### config.mk
export PLATFORM = sky130hd
export DESIGN_NAME = uart_rx
export DESIGN_NICKNAME = d
export VERILOG_FILES = /design/src/rtl/uart_rx.sv
export SDC_FILE = /design/constraint.sdc
export NUM_CORES = 1
export LEC_CHECK = 0
export BUFFER_PORTS_ARGS = -buffer_cell sky130_fd_sc_hd__buf_4
export CORE_MARGIN = 8
export CORE_UTILIZATION = 40
export DETAILED_ROUTE_END_ITERATION = 7
export HOLD_SLACK_MARGIN = 0.12
export PLACE_DENSITY = 0.68
export REMOVE_ABC_BUFFERS = 1
export SETUP_SLACK_MARGIN = 0.1
export SYNTH_ARGS = -nofsm -noshare
export SYNTH_HDL_FRONTEND = slang
export SYNTH_SLANG_ARGS = --single-unit
### constraint.sdc
create_clock -name clk -period 1.76 [get_ports clk]
set_input_delay 0.264 -clock clk [delete_from_list [all_inputs] [get_ports clk]]
set_output_delay 0.264 -clock clk [all_outputs]
set_load 0.02 [all_outputs]
### src/rtl/uart_rx.sv
// -----------------------------------------------------------------------------
// uart_rx -- 8N1 serial receiver, LSB first, idle-high line.
//
// Samples the line on an oversampling enable (OVERSAMPLE pulses per bit),
// aligns to the middle of the start bit, then samples each data bit and the
// stop bit one full bit period apart. Received bytes are handed to the host
// through a valid/ack holding register.
//
// Ports:
//   clk           system clock
//   reset         synchronous, active-high reset
//   sample_clk_en one-clk enable pulse at OVERSAMPLE x baud
//   rx_in         asynchronous serial line, idle high
//   data_ack      host consumed data_out; clears data_valid and overrun
//   data_out      last received byte, stable while data_valid is high
//   data_valid    byte available, held until data_ack
//   frame_error   one-clk pulse when the stop bit is sampled low
//   overrun       sticky; a byte completed while data_valid was still high
//   rx_busy       high whenever the receiver is not idle
// -----------------------------------------------------------------------------
module uart_rx #(
   parameter int OVERSAMPLE  = 16,
   parameter int SYNC_STAGES = 2
) (
   input  logic       clk,
   input  logic       reset,
   input  logic       sample_clk_en,
   input  logic       rx_in,
   input  logic       data_ack,
   output logic [7:0] data_out,
   output logic       data_valid,
   output logic       frame_error,
   output logic       overrun,
   output logic       rx_busy
);

   localparam int            TW        = $clog2(OVERSAMPLE);
   localparam logic [TW-1:0] TICK_LAST = TW'(OVERSAMPLE - 1);
   localparam logic [TW-1:0] TICK_MID  = TW'(OVERSAMPLE / 2 - 1);

   typedef enum logic [2:0] {
      IDLE      = 3'd0,
      START     = 3'd1,
      DATA      = 3'd2,
      STOP      = 3'd3,
      WAIT_HIGH = 3'd4
   } state_t;

   state_t                 state;
   logic [SYNC_STAGES-1:0] sync;
   logic                   rx_s;
   logic [TW-1:0]          tick_cnt;
   logic [2:0]             bit_idx;
   logic [7:0]             shift;
   logic                   good_stop;

   // NOTE: the synchronizer resets to the idle level (1) so leaving reset
   // can never look like a falling start edge.
   always_ff @(posedge clk) begin
      if (reset) sync <= '1;
      else       sync <= {sync[SYNC_STAGES-2:0], rx_in};
   end

   assign rx_s = sync[SYNC_STAGES-1];

   // Stop bit sampled high this cycle: a byte is ready to commit.
   assign good_stop = (state == STOP) && sample_clk_en &&
                      (tick_cnt == TICK_LAST) && rx_s;

   assign rx_busy = (state != IDLE);

   // NOTE: all state here is sequential, so every assignment is non-blocking;
   // later assignments in the block override earlier ones for the same edge.
   always_ff @(posedge clk) begin
      if (reset) begin
         state       <= IDLE;
         tick_cnt    <= '0;
         bit_idx     <= '0;
         shift       <= '0;
         data_out    <= '0;
         data_valid  <= 1'b0;
         frame_error <= 1'b0;
         overrun     <= 1'b0;
      end else begin
         frame_error <= 1'b0;

         if (data_ack && data_valid) begin
            data_valid <= 1'b0;
            overrun    <= 1'b0;
         end

         // A same-cycle ack frees the holding register for the new byte.
         if (good_stop) begin
            if (!data_valid || data_ack) begin
               data_out   <= shift;
               data_valid <= 1'b1;
            end else begin
               overrun <= 1'b1;
            end
         end

         case (state)
            IDLE: begin
               if (sample_clk_en && !rx_s) begin
                  state    <= START;
                  tick_cnt <= '0;
               end
            end
            START: begin
               if (sample_clk_en) begin
                  if (tick_cnt == TICK_MID) begin
                     tick_cnt <= '0;
                     bit_idx  <= '0;
                     // Line back high at mid start bit: glitch, drop it.
                     state    <= rx_s ? IDLE : DATA;
                  end else begin
                     tick_cnt <= tick_cnt + 1'b1;
                  end
               end
            end
            DATA: begin
               if (sample_clk_en) begin
                  if (tick_cnt == TICK_LAST) begin
                     shift[bit_idx] <= rx_s;
                     tick_cnt       <= '0;
                     if (bit_idx == 3'd7) state   <= STOP;
                     else                 bit_idx <= bit_idx + 3'd1;
                  end else begin
                     tick_cnt <= tick_cnt + 1'b1;
                  end
               end
            end
            STOP: begin
               if (sample_clk_en) begin
                  if (tick_cnt == TICK_LAST) begin
                     tick_cnt <= '0;
                     if (rx_s) begin
                        state <= IDLE;
                     end else begin
                        frame_error <= 1'b1;
                        state       <= WAIT_HIGH;
                     end
                  end else begin
                     tick_cnt <= tick_cnt + 1'b1;
                  end
               end
            end
            // Hold off until the line is released so a break is not
            // mistaken for a stream of start bits.
            WAIT_HIGH: begin
               if (sample_clk_en && rx_s) state <= IDLE;
            end
            default: state <= IDLE;
         endcase
      end
   end

endmodule
==> metrics <==
Max Clk Rate=0.5349 GHz; Global Route Usage Sum=11.78%; Ant. Diodes=0; vias in the first global route=1322; Clock Pin Slew Worst Setup and Hold Paths=0.07 ns; Yosys reg bits=31; total I/O pin count=17; Leak=0.6477 nW; clk root buf=clkbuf_8; later-pin clock latency in the skew report=0.28 ns; RSZ-0062 raised after global routing=yes; sequential area share after synthesis=42.32%; Synth area leader=dfxtp_1; Slew HR=71.27%; endpoints failing setup=3; Clock Skew=0.008310 ns; critical path endpoint category=register; total wire length=3307 um; die width=76.55 um; Via density=5.328; post-route ant nets=0; Min-Delay Path Class=in -> reg; Req. time, crit path=1.96 ns; first-pass GRT wire length=5865 um; final hold violation count=0; dpl ws=-0.1635 ns; crit share post-route=106.2%; Die ar.=0.005859 mm2; Avg WL per Cell=13.89 um; busiest layer in global routing=met2; H-tree level count=2; post-cts hold buffer count=0; TritonCTS Buffers=5; max-slew violations=0; largest net degree at the start of global routing=33; Cells after Synth=162; Core Area=0.003606 mm2; die extent in y=76.55 um; met1 usage=12.79%; cell with the most instances after synthesis=dfxtp_1; layout cells sized above 1=28.42%; Mapped Avg Cell Area=9.052 um2; grt total ovfl=0; Max VDD drop=0.4257 mV; status=finished with violations; fin nets=197; row count=22; via count=1268; Final WS setup=-0.1096 ns; peak fanout along the critical path=4; Hold WS=0.1652 ns; fraction of registers with async set/reset=0%; fin util=52.98%; clk sinks=31; critical path arrival=2.07 ns; initial core utilization=40.67%; CTS tree=yes; synthesized area=0.001466 mm2; HPWL after DPL=2271 um; DRC violation count after routing=0; PwrDens=777.5 mW/mm2; main flop type after synthesis=dfxtp_1; Distinct cells, synth=40; Layout area overhead=30.29%; Detailed Route Iter0 Violations=84; critical path class=reg -> reg; initial antenna violation count=0; violated checks=negative setup slack; Ys Warns=0; EDFF count, synth=0; GP Congestion=0.7983; commonest cells in the netlist=31 x dfxtp_1, 15 x mux2i_1, 15 x nor2_1; Yosys top cell area share=42.32%; drt pass-1 iters=4; M3 GR Usage=3.420%; total power=1.486 mW; met2 usage=20.91%; Clock Path Buffers=2; number of max-cap violations=0; min Tclk post-route=1.870 ns; I/O Buffers=16; Slew @ Worst Pin=0.4293 ns; synth top area cells=dfxtp_1 42%, mux2i_1 10%, nand2b_1 5.5%; CP startpoint kind=register
## path summary, 6_finish.rpt
path	depth (start not counted)	slack, ns	start	end
worst max-delay path	6	-0.11	bit_idx[1]	bit_idx[0]
worst min-delay path	2	0.17	data_ack	overrun
worst max register to register	6	-0.11	bit_idx[1]	bit_idx[0]
worst min register to register	1	0.40	sync[0]	sync[1]
## through the flow
| step | std cells | setup TNS (ns) | cell area [um2] |
|---|---|---|---|
| floorplan | 154 | -0.2891 | 1429 |
| global placement | 229 | -0.1518 | 1704 |
| detailed placement | 229 | -0.3855 | 1704 |
| CTS | 238 | -0.2859 | 1864 |
| global route | 238 | -0.4432 | 1911 |
| finish | 238 | -0.2097 | 1911 |
## power by group
| part | internal (mW) | total, mW | switching, mW |
|---|---|---|---|
| clock | 0.458 | 0.730 | 0.272 |
| combinational | 0.0200 | 0.0486 | 0.0287 |
| sequential | 0.704 | 0.707 | 0.00288 |
| total | 1.18 | 1.49 | 0.304 |
## placed cells by master, fill, tap and decap left out, drive strengths merged
master | netlist | routed
or4 | 4 | 4
o31ai | 1 | 1
a211oi | 1 | 1
nor2 | 15 | 15
dfxtp | 31 | 31
o221a | 1 | 1
o21ai | 2 | 2
a21oi | 11 | 11
clkinv | 0 | 1
and3b | 1 | 1
nor2b | 2 | 2
nand3 | 7 | 7
nor4bb | 1 | 1
nor3 | 8 | 8
a211o | 1 | 1
nand4bb | 1 | 1
a31oi | 2 | 2
nor4b | 2 | 2
or2 | 3 | 3
mux2i | 15 | 15
buf | 2 | 28
a32oi | 1 | 1
a21o | 1 | 1
nand2 | 9 | 9
o21ba | 1 | 1
clkbuf | 6 | 6
nand2b | 13 | 13
inv | 4 | 4
nand4 | 1 | 1
ha | 3 | 3
nor3b | 2 | 2
nor4 | 2 | 2
nand3b | 2 | 2
bufinv | 0 | 1
or3 | 2 | 2
a311oi | 1 | 1
or3b | 2 | 2
xnor2 | 1 | 1
## area by class of cell
class	instances	area, um2
inverter	4	15.01
fill	340	1695
sequential	31	624.3
timing repair buffer	28	226.5
clock buffer	6	82.58
clock inverter	2	35.03
tap	48	60.06
multi-input combinational	119	867.1
## cell families after synthesis
kind of cell | Yosys count | share of synthesized area, %
adder cells (fa/ha/maj) | 3 | 2.560
multiplexers | 15 | 10.24
AO/OA/AOI/OAI | 23 | 10.07
AND/OR/NAND/NOR | 77 | 30.63
flip-flops | 31 | 42.32
buffers and inverters | 12 | 3.583
XOR/XNOR | 1 | 0.5974
## layer usage
layer / wire (um) / vias to the layer above
li1: - / 629
met1: 1384 / 607
met2: 1710 / 25
met3: 151 / 7
met4: 59 / 0
met5: 0 / -
## worst max-delay path, stage by stage, from the launching register on
cell	delay [ns]
dfxtp_2	0.34
ha_4	0.16
ha_4	0.14
nand4bb_1	0.17
a211o_1	0.32
or4_4	0.50
a21oi_2	0.16
## sequential cells by signal, indices dropped and copies added, names as in the netlist
register and count:
data_out 8, shift 8, tick_cnt 4, bit_idx 3
state 3, sync 2, data_valid 1, frame_error 1
overrun 1
## timing repair
item,in CTS,in global routing
pin swaps,7,5
setup endpoints to repair,3,20
buffers inserted,1,0
resized for setup,8,11
No activity file was read; power rests on OpenSTA's default activity.
